<file path="config.mk">
export PLATFORM = sky130hd
export DESIGN_NAME = rom_prefetch_unit_flat
export DESIGN_NICKNAME = d
export VERILOG_FILES = /design/src/rtl/plp_mem_pkg.sv /design/src/rtl/rom_prefetch_unit_if.sv /design/src/rtl/rom_prefetch_fifo.sv /design/src/rtl/rom_prefetch_unit.sv /design/src/flat_wrapper.sv
export SDC_FILE = /design/constraint.sdc
export NUM_CORES = 1
export LEC_CHECK = 0
export BUFFER_PORTS_ARGS = -buffer_cell sky130_fd_sc_hd__buf_4
export CORE_MARGIN = 10
export CORE_UTILIZATION = 63
export DETAILED_ROUTE_END_ITERATION = 6
export HOLD_SLACK_MARGIN = 0.12
export PLACE_DENSITY = 0.92
export SLEW_MARGIN = 10
export SYNTH_ARGS = -nofsm -noshare
export SYNTH_HDL_FRONTEND = slang
export SYNTH_SLANG_ARGS = --single-unit
</file>
<file path="constraint.sdc">
create_clock -name clk -period 9.4 [get_ports clk]
set_input_delay 0.47 -clock clk [delete_from_list [all_inputs] [get_ports clk]]
set_output_delay 0.47 -clock clk [all_outputs]
set_load 0.005 [all_outputs]
</file>
<file path="src/rtl/plp_mem_pkg.sv">
`default_nettype none
// ============================================================================
//  Module      : plp_mem_pkg
//  Description : Shared constants, FSM state encodings and FIFO entry layout
//                for the ROM prefetch unit.
//  Revision    : 1.0 - initial release
// ============================================================================
package plp_mem_pkg;

    localparam int          ROM_WORDS = 512;
    localparam logic [31:0] NOP_WORD  = 32'h0000_0000;

    typedef enum logic [1:0] {
        S_RUN   = 2'd0,
        S_FULL  = 2'd1,
        S_FLUSH = 2'd2
    } pf_state_e;

    // FIFO entry is packed as {fault, pc[31:0], inst[data_w-1:0]}
    function automatic int entry_w(input int data_w);
        return 1 + 32 + data_w;
    endfunction

endpackage
`default_nettype wire

</file>
<file path="src/rtl/rom_prefetch_unit_if.sv">
`default_nettype none
// ============================================================================
//  Module      : rom_prefetch_unit_if
//  Description : CPU fetch stream, redirect and ROM port A signals of the
//                prefetch unit. master = prefetch unit, slave = CPU/ROM side.
//  Revision    : 1.0 - initial release
// ============================================================================
interface rom_prefetch_unit_if #(
    parameter int ADDR_W = 9,
    parameter int DATA_W = 32
);
    logic              redirect;
    logic [31:0]       redirect_pc;
    logic              inst_valid;
    logic              inst_ready;
    logic [DATA_W-1:0] inst;
    logic [31:0]       inst_pc;
    logic              inst_fault;
    logic              rom_en;
    logic [ADDR_W-1:0] rom_addr;
    logic [DATA_W-1:0] rom_data;

    modport master (
        input  redirect, redirect_pc, inst_ready, rom_data,
        output inst_valid, inst, inst_pc, inst_fault, rom_en, rom_addr
    );

    modport slave (
        output redirect, redirect_pc, inst_ready, rom_data,
        input  inst_valid, inst, inst_pc, inst_fault, rom_en, rom_addr
    );
endinterface
`default_nettype wire

</file>
<file path="src/rtl/rom_prefetch_fifo.sv">
`default_nettype none
// ============================================================================
//  Module      : rom_prefetch_fifo
//  Description : Synchronous FIFO with flush and occupancy count; head output
//                reads zero while empty.
//  Revision    : 1.0 - initial release
// ============================================================================
module rom_prefetch_fifo #(
    parameter int DEPTH = 4,
    parameter int WIDTH = 65
) (
    input  wire logic                   clk,
    input  wire logic                   rst,
    input  wire logic                   i_flush,
    input  wire logic                   i_push,
    input  wire logic                   i_pop,
    input  wire logic [WIDTH-1:0]       i_din,
    output logic      [WIDTH-1:0]       o_dout,
    output logic      [$clog2(DEPTH):0] o_count
);
    localparam int c_ptr_w = $clog2(DEPTH);
    localparam int c_cnt_w = c_ptr_w + 1;

    logic [WIDTH-1:0]   r_mem [DEPTH];
    logic [c_ptr_w-1:0] r_wr_ptr;
    logic [c_ptr_w-1:0] r_rd_ptr;
    logic [c_cnt_w-1:0] r_count;

    always_ff @(posedge clk) begin
        if (rst || i_flush) begin
            r_wr_ptr <= '0;
            r_rd_ptr <= '0;
            r_count  <= '0;
        end else begin
            if (i_push) begin
                r_wr_ptr <= r_wr_ptr + c_ptr_w'(1);
            end
            if (i_pop) begin
                r_rd_ptr <= r_rd_ptr + c_ptr_w'(1);
            end
            r_count <= r_count + c_cnt_w'(i_push) - c_cnt_w'(i_pop);
        end
    end

    // Storage needs no reset: the head is masked while the FIFO is empty
    always_ff @(posedge clk) begin
        if (i_push) begin
            r_mem[r_wr_ptr] <= i_din;
        end
    end

    assign o_dout  = (r_count != '0) ? r_mem[r_rd_ptr] : '0;
    assign o_count = r_count;

endmodule
`default_nettype wire

</file>
<file path="src/rtl/rom_prefetch_unit.sv">
`default_nettype none
// ============================================================================
//  Module      : rom_prefetch_unit
//  Description : Sequential instruction prefetch from boot ROM port A with
//                credit-based issue, PC redirect/flush and a small FIFO.
//                Optional macro ROM_RANGE_CHECK_EN: out-of-window PCs become
//                faulting NOPs instead of aliased ROM reads.
//  Revision    : 1.0 - initial release
// ============================================================================
module rom_prefetch_unit
    import plp_mem_pkg::*;
#(
    parameter logic [31:0] RESET_PC = 32'h0000_0000,
    parameter int          ADDR_W   = 9,
    parameter int          DATA_W   = 32,
    parameter int          DEPTH    = 4
) (
    input  wire logic          clk,
    input  wire logic          rst,
    rom_prefetch_unit_if.master bus
);
    localparam int c_cnt_w   = $clog2(DEPTH) + 1;
    localparam int c_sum_w   = c_cnt_w + 1;
    localparam int c_entry_w = entry_w(DATA_W);

    pf_state_e          r_state;
    pf_state_e          w_state_next;

    logic [31:0]        r_fetch_pc;
    logic               r_issue;
    logic               r_issue_fault;
    logic [31:0]        r_issue_pc;
    logic               r_rom_en;
    logic [ADDR_W-1:0]  r_rom_addr;
    logic               r_resp_valid;
    logic               r_resp_fault;
    logic [31:0]        r_resp_pc;

    logic               w_push;
    logic               w_pop;
    logic               w_credit;
    logic               w_issue;
    logic               w_sel_fault;
    logic [31:0]        w_sel_pc;
    logic [c_cnt_w-1:0] w_count;
    logic [c_cnt_w-1:0] w_count_next;
    logic [c_sum_w-1:0] w_credit_sum;
    logic [c_entry_w-1:0] w_push_entry;
    logic [c_entry_w-1:0] w_head_entry;
    logic [DATA_W-1:0]  w_push_inst;

    // A redirect discards this cycle's response and head pop
    assign w_push = r_resp_valid & ~bus.redirect;
    assign w_pop  = (w_count != '0) & bus.inst_ready & ~bus.redirect;

    // Everything that could still land in the FIFO must fit behind the
    // post-update occupancy before another request is launched
    assign w_count_next = w_count + c_cnt_w'(w_push) - c_cnt_w'(w_pop);
    assign w_credit_sum = c_sum_w'(w_count_next) + c_sum_w'(r_issue)
                        + c_sum_w'(r_resp_valid);
    assign w_credit     = (w_credit_sum < c_sum_w'(DEPTH));

    assign w_sel_pc = bus.redirect ? (bus.redirect_pc & 32'hFFFF_FFFC) : r_fetch_pc;

`ifdef ROM_RANGE_CHECK_EN
    assign w_sel_fault = |(w_sel_pc >> (ADDR_W + 2));
`else
    assign w_sel_fault = 1'b0;
`endif

    always_comb begin
        w_state_next = r_state;
        w_issue      = 1'b0;
        if (bus.redirect) begin
            w_state_next = S_FLUSH;
            w_issue      = 1'b1;
        end else begin
            case (r_state)
                S_FLUSH: begin
                    w_issue      = w_credit;
                    w_state_next = S_RUN;
                end
                S_RUN, S_FULL: begin
                    w_issue      = w_credit;
                    w_state_next = w_credit ? S_RUN : S_FULL;
                end
                default: begin
                    w_state_next = S_RUN;
                end
            endcase
        end
    end

    always_ff @(posedge clk) begin
        if (rst) begin
            r_state       <= S_RUN;
            r_fetch_pc    <= RESET_PC;
            r_issue       <= 1'b0;
            r_issue_fault <= 1'b0;
            r_issue_pc    <= '0;
            r_rom_en      <= 1'b0;
            r_rom_addr    <= '0;
            r_resp_valid  <= 1'b0;
            r_resp_fault  <= 1'b0;
            r_resp_pc     <= '0;
        end else begin
            r_state      <= w_state_next;
            r_resp_valid <= r_issue & ~bus.redirect;
            r_resp_fault <= r_issue_fault;
            r_resp_pc    <= r_issue_pc;
            r_issue      <= w_issue;
            r_rom_en     <= w_issue & ~w_sel_fault;
            if (w_issue) begin
                r_issue_pc    <= w_sel_pc;
                r_issue_fault <= w_sel_fault;
                r_fetch_pc    <= w_sel_pc + 32'd4;
                if (!w_sel_fault) begin
                    r_rom_addr <= w_sel_pc[ADDR_W+1:2];
                end
            end
        end
    end

    assign w_push_inst  = r_resp_fault ? DATA_W'(NOP_WORD) : bus.rom_data;
    assign w_push_entry = {r_resp_fault, r_resp_pc, w_push_inst};

    rom_prefetch_fifo #(
        .DEPTH (DEPTH),
        .WIDTH (c_entry_w)
    ) u_fifo (
        .clk     (clk),
        .rst     (rst),
        .i_flush (bus.redirect),
        .i_push  (w_push),
        .i_pop   (w_pop),
        .i_din   (w_push_entry),
        .o_dout  (w_head_entry),
        .o_count (w_count)
    );

    assign bus.inst_valid = (w_count != '0);
    assign bus.inst_fault = w_head_entry[c_entry_w-1];
    assign bus.inst_pc    = w_head_entry[DATA_W+31:DATA_W];
    assign bus.inst       = w_head_entry[DATA_W-1:0];
    assign bus.rom_en     = r_rom_en;
    assign bus.rom_addr   = r_rom_addr;

endmodule
`default_nettype wire

</file>
<file path="src/flat_wrapper.sv">
// flat-port wrapper written by rule: the top's interface ports become plain ports
module rom_prefetch_unit_flat import plp_mem_pkg::*;
#(
    parameter logic [31:0] RESET_PC = 32'h0000_0000,
    parameter int          ADDR_W   = 9,
    parameter int          DATA_W   = 32,
    parameter int          DEPTH    = 4
)
  (clk, rst, bus_redirect, bus_redirect_pc, bus_inst_ready, bus_rom_data, bus_inst_valid, bus_inst, bus_inst_pc, bus_inst_fault, bus_rom_en, bus_rom_addr);
  rom_prefetch_unit_if #(.ADDR_W(ADDR_W), .DATA_W(DATA_W)) bus_i ();
  input  wire logic clk;
  input  wire logic rst;
  input wire logic [$bits(bus_i.redirect)-1:0] bus_redirect;
  input wire logic [$bits(bus_i.redirect_pc)-1:0] bus_redirect_pc;
  input wire logic [$bits(bus_i.inst_ready)-1:0] bus_inst_ready;
  input wire logic [$bits(bus_i.rom_data)-1:0] bus_rom_data;
  output wire logic [$bits(bus_i.inst_valid)-1:0] bus_inst_valid;
  output wire logic [$bits(bus_i.inst)-1:0] bus_inst;
  output wire logic [$bits(bus_i.inst_pc)-1:0] bus_inst_pc;
  output wire logic [$bits(bus_i.inst_fault)-1:0] bus_inst_fault;
  output wire logic [$bits(bus_i.rom_en)-1:0] bus_rom_en;
  output wire logic [$bits(bus_i.rom_addr)-1:0] bus_rom_addr;
  assign bus_i.redirect = bus_redirect;
  assign bus_i.redirect_pc = bus_redirect_pc;
  assign bus_i.inst_ready = bus_inst_ready;
  assign bus_i.rom_data = bus_rom_data;
  assign bus_inst_valid = bus_i.inst_valid;
  assign bus_inst = bus_i.inst;
  assign bus_inst_pc = bus_i.inst_pc;
  assign bus_inst_fault = bus_i.inst_fault;
  assign bus_rom_en = bus_i.rom_en;
  assign bus_rom_addr = bus_i.rom_addr;
  rom_prefetch_unit #(.RESET_PC(RESET_PC), .ADDR_W(ADDR_W), .DATA_W(DATA_W), .DEPTH(DEPTH)) u_core (.clk(clk), .rst(rst), .bus(bus_i));
endmodule
</file>
Word level (Yosys, flattened, before mapping)
Memory sizes are Yosys's and may differ from the RTL's. A register that Yosys moved wholly into a read port is not among the register bits.
Cells that the tools add are included.
{ "word_totals": {"register_bits": 116, "mem_bits_rw": 256, "in_bits": 68, "output_inout_bits": 76, "word_cells": 45, "mem_count": 1} }
{ "op_classes": {"n_addsub": 7, "order_cmp": 1, "n_eq_ne": 2, "mux": 11, "bitwise_logic": 6, "n_reduce_logical": 6} }
{ "mem_list": {"columns": ["name", "words", "word_bits", "rd", "rd_ports_with_merged_regs", "wr", "line", "text"], "rows": [
  ["u_core.u_fifo.r_mem", 4, 64, 1, 1, 1, "rom_prefetch_fifo.sv:24", "logic [WIDTH-1:0] r_mem [DEPTH];"]
]} }
{ "ops": {"columns": ["cell", "n"], "rows": [
  ["two-way mux 65 bit", 1],
  ["adder 32 x 3 -> 32 bit, second input constant", 1],
  ["two-way mux 32 bit", 1],
  ["two-way mux 2 bit", 4],
  ["OR reduction 3 bit", 2],
  ["two-way mux 1 bit", 5],
  ["adder 2 x 1 -> 2 bit, second input constant", 2],
  ["adder 3 x 1 -> 4 bit", 1],
  ["adder 4 x 1 -> 4 bit", 1],
  ["bitwise AND 1 bit", 4],
  ["< comparator 4 x 3 -> 1 bit, second input constant", 1],
  ["adder 3 x 1 -> 3 bit", 1],
  ["nonzero test 3 bit", 1],
  ["subtractor 3 x 1 -> 3 bit", 1],
  ["== test 2 x 1 -> 1 bit, second input constant", 1],
  ["== test 2 bit, second input constant", 1],
  ["logical NOT 2 bit", 1],
  ["NOT 1 bit", 2],
  ["OR reduction 2 bit", 1],
  ["logical OR 1 bit", 1]
]} }

Depth between registers and ports, before layout
{ "logic_depth": {"ltp_word": 10, "mapped_depth": 19, "mapped_depth_nobuf": 14} }

Cells and area by module
From an unflattened synthesis, not the netlist that was laid out.
{ "hier_totals": {"hier_cells": 1007, "area_unflattened_um2": 15077.0} }
{ "modules_own_cells": {"columns": ["module", "instances", "cells_each", "area_per_inst_um2", "seq_area_each_um2"], "rows": [
  ["rom_prefetch_fifo", 1, 456, 10257.3, 7987.7],
  ["rom_prefetch_unit", 1, 551, 4819.6, 1881.8]
]} }

Worst setup path after synthesis
OpenSTA, ideal clock, no wires.
{ "synth_path": {"path_type": "input -> register", "startpoint": "input port bus_redirect", "endpoint": "register u_core.r_fetch_pc[6]", "setup_ns": 0.072, "t_arrival_ns": 3.670, "required_time_ns": 9.328, "slack_ns": 5.658, "stages": 18, "n_path_buf": 6, "path_cell_list": "buf_6 -> buf_4 -> buf_2 -> buf_2 -> inv_1 -> and3_1 -> ha_1 -> inv_1 -> ha_1 -> inv_1 -> fa_1 -> xnor3_1 -> o211a_1 -> clkbuf_1 -> buf_2 -> nand2_1 -> xor2_1 -> o2bb2ai_1"} }
{ "synth_between": {"word_cells_on_any_way": 12, "classes_between": "5 x add/sub; 1 x order compare; 3 x mux; 3 x bitwise"} }
{ "synth_rtl": {"columns": ["element", "line", "text"], "rows": [
  ["start, declared", "flat_wrapper.sv:13", "input wire logic [$bits(bus_i.redirect)-1:0] bus_redirect;"],
  ["NOT 1 bit", "rom_prefetch_unit.sv:54", "assign w_pop = (w_count != '0) & bus.inst_ready & ~bus.redirect;"],
  ["bitwise AND 1 bit", "rom_prefetch_unit.sv:54", null],
  ["net u_core.u_fifo.i_pop", "rom_prefetch_fifo.sv:16", "input wire logic i_pop,"],
  ["subtractor 3 x 1 -> 3 bit", "rom_prefetch_unit.sv:58", "assign w_count_next = w_count + c_cnt_w'(w_push) - c_cnt_w'(w_pop);"],
  ["adder 3 x 1 -> 4 bit", "rom_prefetch_unit.sv:59", "assign w_credit_sum = c_sum_w'(w_count_next) + c_sum_w'(r_issue)"],
  ["adder 4 x 1 -> 4 bit", "rom_prefetch_unit.sv:60", "+ c_sum_w'(r_resp_valid);"],
  ["< comparator 4 x 3 -> 1 bit", "rom_prefetch_unit.sv:61", "assign w_credit = (w_credit_sum < c_sum_w'(DEPTH));"],
  ["two-way mux 1 bit", "rom_prefetch_unit.sv:78", "case (r_state)"],
  ["two-way mux 1 bit", "rom_prefetch_unit.sv:74", "if (bus.redirect) begin"],
  ["end signal, assigned", "rom_prefetch_unit.sv:116", "r_fetch_pc <= w_sel_pc + 32'd4;"],
  ["end, declared", "rom_prefetch_unit.sv:29", "logic [31:0] r_fetch_pc;"]
]} }
The timed path passes the listed nets, and every way through them passes these cells.
A chain may end at the register's enable or synchronous reset.

Worst setup path after layout
{ "layout_path": {"startpoint": "register u_core.u_fifo.r_count[0] (netlist: u_core.u_fifo.o_count[0])", "endpoint": "register u_core.r_fetch_pc[26]"} }
{ "layout_between": {"elab_chain_cells": 9, "word_cells_on_any_way": 10, "classes_between": "4 x add/sub; 1 x order compare; 2 x mux; 2 x bitwise; 1 x reduce/logical"} }
{ "layout_lines": {"columns": ["element", "line", "text"], "rows": [
  ["start, declared", "rom_prefetch_fifo.sv:27", "logic [c_cnt_w-1:0] r_count;"],
  ["start signal, assigned", "rom_prefetch_fifo.sv:41", "r_count <= r_count + c_cnt_w'(i_push) - c_cnt_w'(i_pop);"],
  ["nonzero test 3 bit", "rom_prefetch_unit.sv:54", null],
  ["bitwise AND 1 bit (2 in series)", "rom_prefetch_unit.sv:54", null],
  ["net u_core.u_fifo.i_pop", "rom_prefetch_fifo.sv:16", null],
  ["subtractor 3 x 1 -> 3 bit", "rom_prefetch_unit.sv:58", null],
  ["adder 3 x 1 -> 4 bit", "rom_prefetch_unit.sv:59", null],
  ["adder 4 x 1 -> 4 bit", "rom_prefetch_unit.sv:60", null],
  ["< comparator 4 x 3 -> 1 bit", "rom_prefetch_unit.sv:61", null],
  ["two-way mux 1 bit", "rom_prefetch_unit.sv:78", null],
  ["two-way mux 1 bit", "rom_prefetch_unit.sv:74", null]
]} }
The timed path passes the listed nets, and every way through them passes these cells.

==> metrics.cfg <==
[outcome]
run_status = finished, final reports clean

[worst_setup_path]
startpoint = u_core.u_fifo.o_count[0]$_SDFF_PP0_
worst_setup_path_end_kind = flip-flop
crit_type = reg2reg
regToRegSetupSlack_ns = 4.78
arrival_ns = 4.99
worstPathCellList = nor3_2 -> buf_4 -> inv_1 -> and3_1 -> ha_1 -> inv_1 -> ha_1 -> inv_1 -> fa_1 -> xnor3_1 -> o211a_1 -> nor2_2 -> nor3_1 -> xnor2_1 -> a21oi_1
r2r-start = u_core.u_fifo.o_count[0]$_SDFF_PP0_
critPathLaunchType = flip-flop
worstPathRequired_ns = 9.77
cp_common_cell = inv_1
rr_worst_depth = 15
cp_max_fo = 63
crit_slowest_cell = nor2_2
crit_path_max_incr_delay_ns = 0.74
reg2reg_to = u_core.r_fetch_pc[26]$_SDFFE_PP0P_

[synth]
synthCells = 961
synthFlopType = edfxtp_1
yosysSeqAreaShare = 0.662
yosys_warnings = 0
synth_area_per_cell_um2 = 15.0
synth_cell_types = 62
synth_top_cell_by_area = edfxtp_1
synthArstFlopShare = 0
synth_edf_count = 248
syn_area_um2 = 14400
ys_seq_elements = 351
synthTopCellsByArea = edfxtp_1, dfxtp_1, mux4_2
synth_top_area_share = 0.518

[worst_hold_path]
min_from = bus_rom_data[17]
worstHoldPathType = in2reg
min_to = u_core.u_fifo.r_mem[0][17]$_DFFE_PP_
holdPathStages = 1

[global_route]
antenna_found_initial = 0
grt_pass1_vias = 8675
grt_max_degree = 88
gr-usage-met1 = 0.278
grt.busiest_layer = met2
use_met3 = 0.0459
grt_usage = 0.212
met2_usage = 0.346
grt_pass1_wl_mm = 48.4
grt_overflow = 0

[timing]
min_period_ns = 4.62
finalSetupViolations = 0
final_hold_viol_count = 0
rsz0062_at_grt = no
timing.fmax_mhz = 217
finClkSkew_ns = 0.0117
final-max-slew-violation-count = 0
finalCritPeriodShare = 0.491
worst_pin_slew_ns = 0.927
slew_headroom = 0.382
fin_setup_tns_ns = 0

[cts]
cts_tree = yes
ctsHoldBuffers = 0
cts_buffer_depth = 3
root_buffer = clkbuf_16
cts_max_level = 2
cts_buffers = 35
path_clk_slew_ns = 0.07
cts_sinks = 351
postCtsResizedCells = 0
cts_setup_buffers = 0
clk-insertion-delay-late_ns = 0.51

[layout]
antenna_cells = 0
fin_util = 0.741
final_layout_size_suffix_gt1_frac = 0.268
syn2layout_area_growth_pct = 16.5
layout.nets = 1162
instances_no_fill = 1397
final_area_um2 = 16700

[pwr]
total_power_mw = 3.30
powerDensity_nw_per_um2 = 197
p_leak_nw = 5.89
irDropWorstVdd_mv = 0.120

[run]
cap_violations = 0

[placed_design]
hpwl_mm = 18.3
placed_cells = 1333
port_buffers = 138
dpl-instance-area_um2 = 15500
gp_congestion = 0.878

[floorplanning]
die_area_um2 = 29200
die_x_um = 171
initial_utilization = 0.637
design.portCount = 144
rows = 55
die_y_um = 171
placeableCoreArea_um2 = 22600

[route]
drt_wl_total_mm = 30.8
vias = 8491
ant_nets = 0
dr.first_iter.drc_count = 971
drc_errors = 0
viasPerCell = 6.08
drt_pass1_iterations = 5
wl_per_cell_um = 22.1

[worst max path at each step]
stage | end | slack, ns | cells after the start
floorplan | u_core.r_fetch_pc[6]$_SDFFE_PP0P_ | 5.66 | 18
global placement | u_core.r_fetch_pc[26]$_SDFFE_PP0P_ | 4.26 | 14
detailed placement | u_core.r_fetch_pc[26]$_SDFFE_PP0P_ | 4.14 | 14
CTS | u_core.r_fetch_pc[26]$_SDFFE_PP0P_ | 4.34 | 15
global route | u_core.r_fetch_pc[26]$_SDFFE_PP0P_ | 4.48 | 15
finish | u_core.r_fetch_pc[26]$_SDFFE_PP0P_ | 4.78 | 15
[metrics by stage]
stage / hold WS [ns] / worst slack [ns]
final: 0.160 / 4.78
after global routing: 0.151 / 4.48
after CTS: 0.147 / 4.34
after detailed placement: 0.409 / 4.14
after global placement: 0.404 / 4.26
after floorplan: 0.397 / 5.66
[cells in the mapped netlist (all sizes together), types with 2 or more instances]
| master | count |
|---|---|
| edfxtp | 248 |
| dfxtp | 103 |
| nor2b | 94 |
| nand2 | 66 |
| mux4 | 62 |
| nor2 | 60 |
| buf | 35 |
| a21oi | 34 |
| clkbuf | 28 |
| xnor2 | 28 |
| a211oi | 26 |
| nand3 | 24 |
| mux2i | 20 |
| o21ai | 15 |
| nand4 | 14 |
| nor3 | 12 |
| xor2 | 12 |
| inv | 9 |
| ha | 8 |
| nand4b | 6 |
| o21a | 6 |
| nand3b | 5 |
| and2 | 4 |
| and3 | 4 |
| mux2 | 4 |
| o22ai | 3 |
| o31ai | 3 |
| or3 | 3 |
| a21boi | 2 |
| a21o | 2 |
| a22oi | 2 |
| nand2b | 2 |
| o211a | 2 |
[critical path, delay by kind of cell (launching register included)]
| family | cells | cell delay [ns] |
|---|---|---|
| buffers and inverters | 4 | 0.86 |
| flip-flops | 1 | 0.32 |
| AND/OR/NAND/NOR | 4 | 1.34 |
| adder cells (fa/ha/maj) | 3 | 0.81 |
| XOR/XNOR | 2 | 0.61 |
| AO/OA/AOI/OAI | 2 | 0.51 |
[registers in the layout (all words and copies together) (netlist names), named ones only]
signal and cells:
u_core.r_resp_pc 30, u_core.r_issue 1, u_core.u_fifo.o_count 3, u_core.r_state 2, u_core.u_fifo.r_wr_ptr 2, u_core.r_resp_valid 1, u_core.r_issue_pc 22, u_core.r_fetch_pc 30
u_core.bus.rom_addr 8, u_core.u_fifo.r_mem 248, u_core.u_fifo.r_rd_ptr 2
[kinds of logic after synthesis]
| logic type | synth area share |
|---|---|
| muxes | 0.114 |
| buffers and inverters | 0.0260 |
| other | 0.000261 |
| adders and majority gates | 0.00836 |
| and+or+nand+nor | 0.116 |
| AOI/OAI and AO/OA | 0.0478 |
| DFF | 0.662 |
| xor gates and xnor gates | 0.0259 |
[layer usage]
layer	wire [um]	vias to the layer above	share of wire
met5	0	-	0
met4	693	0	0.022
met3	2340	59	0.076
met2	15200	366	0.49
met1	12600	4236	0.41
li1	-	3830	-
[area by class of cell]
type / instances / area, um^2
timing repair buffer: 148 / 1110
fill: 1292 / 5840
sequential: 351 / 9510
multi-input combinational: 539 / 4510
tap: 285 / 357
inverter: 10 / 37.5
clock inverter: 23 / 269
clock buffer: 41 / 940
[cell usage in the layout, fill, tap and decap left out, types with 3 or more instances in the layout]
cell type  Yosys  final
o31ai_1        3      3
nand2_1       66     66
or3_1          3      3
a211oi_1      26     26
and3_1         4      4
clkinv_2       0     10
nor3_1        12     11
ha_1           8      8
nand3b_1       4      4
inv_1          9      9
clkbuf_16      0     36
xor2_1        12     12
o21a_1         6      6
dfxtp_1      103    101
mux2i_1       20     20
nand4b_1       4      4
and2_2         0      4
clkbuf_1      28      3
conb_1         1      3
mux4_2        62     62
bufinv_16      0      5
nor2_1        60     59
o21ai_0       13     13
nand4_1       11     11
buf_4         13    148
nand3_1       21     21
nor2b_1       94     94
inv_6          0      4
xnor2_1       28     28
mux2_2         4      4
a21oi_1       34     34
edfxtp_1     248    248
[report_power, final]
part / leakage (nW) / total (mW) / internal [mW] / switching [mW]
Sequential: 3.06 / 1.71 / 1.68 / 0.0265
Combinational: 2.22 / 0.147 / 0.0677 / 0.0794
Clock: 0.603 / 1.44 / 0.864 / 0.581
(Power assumes the default switching activity.)
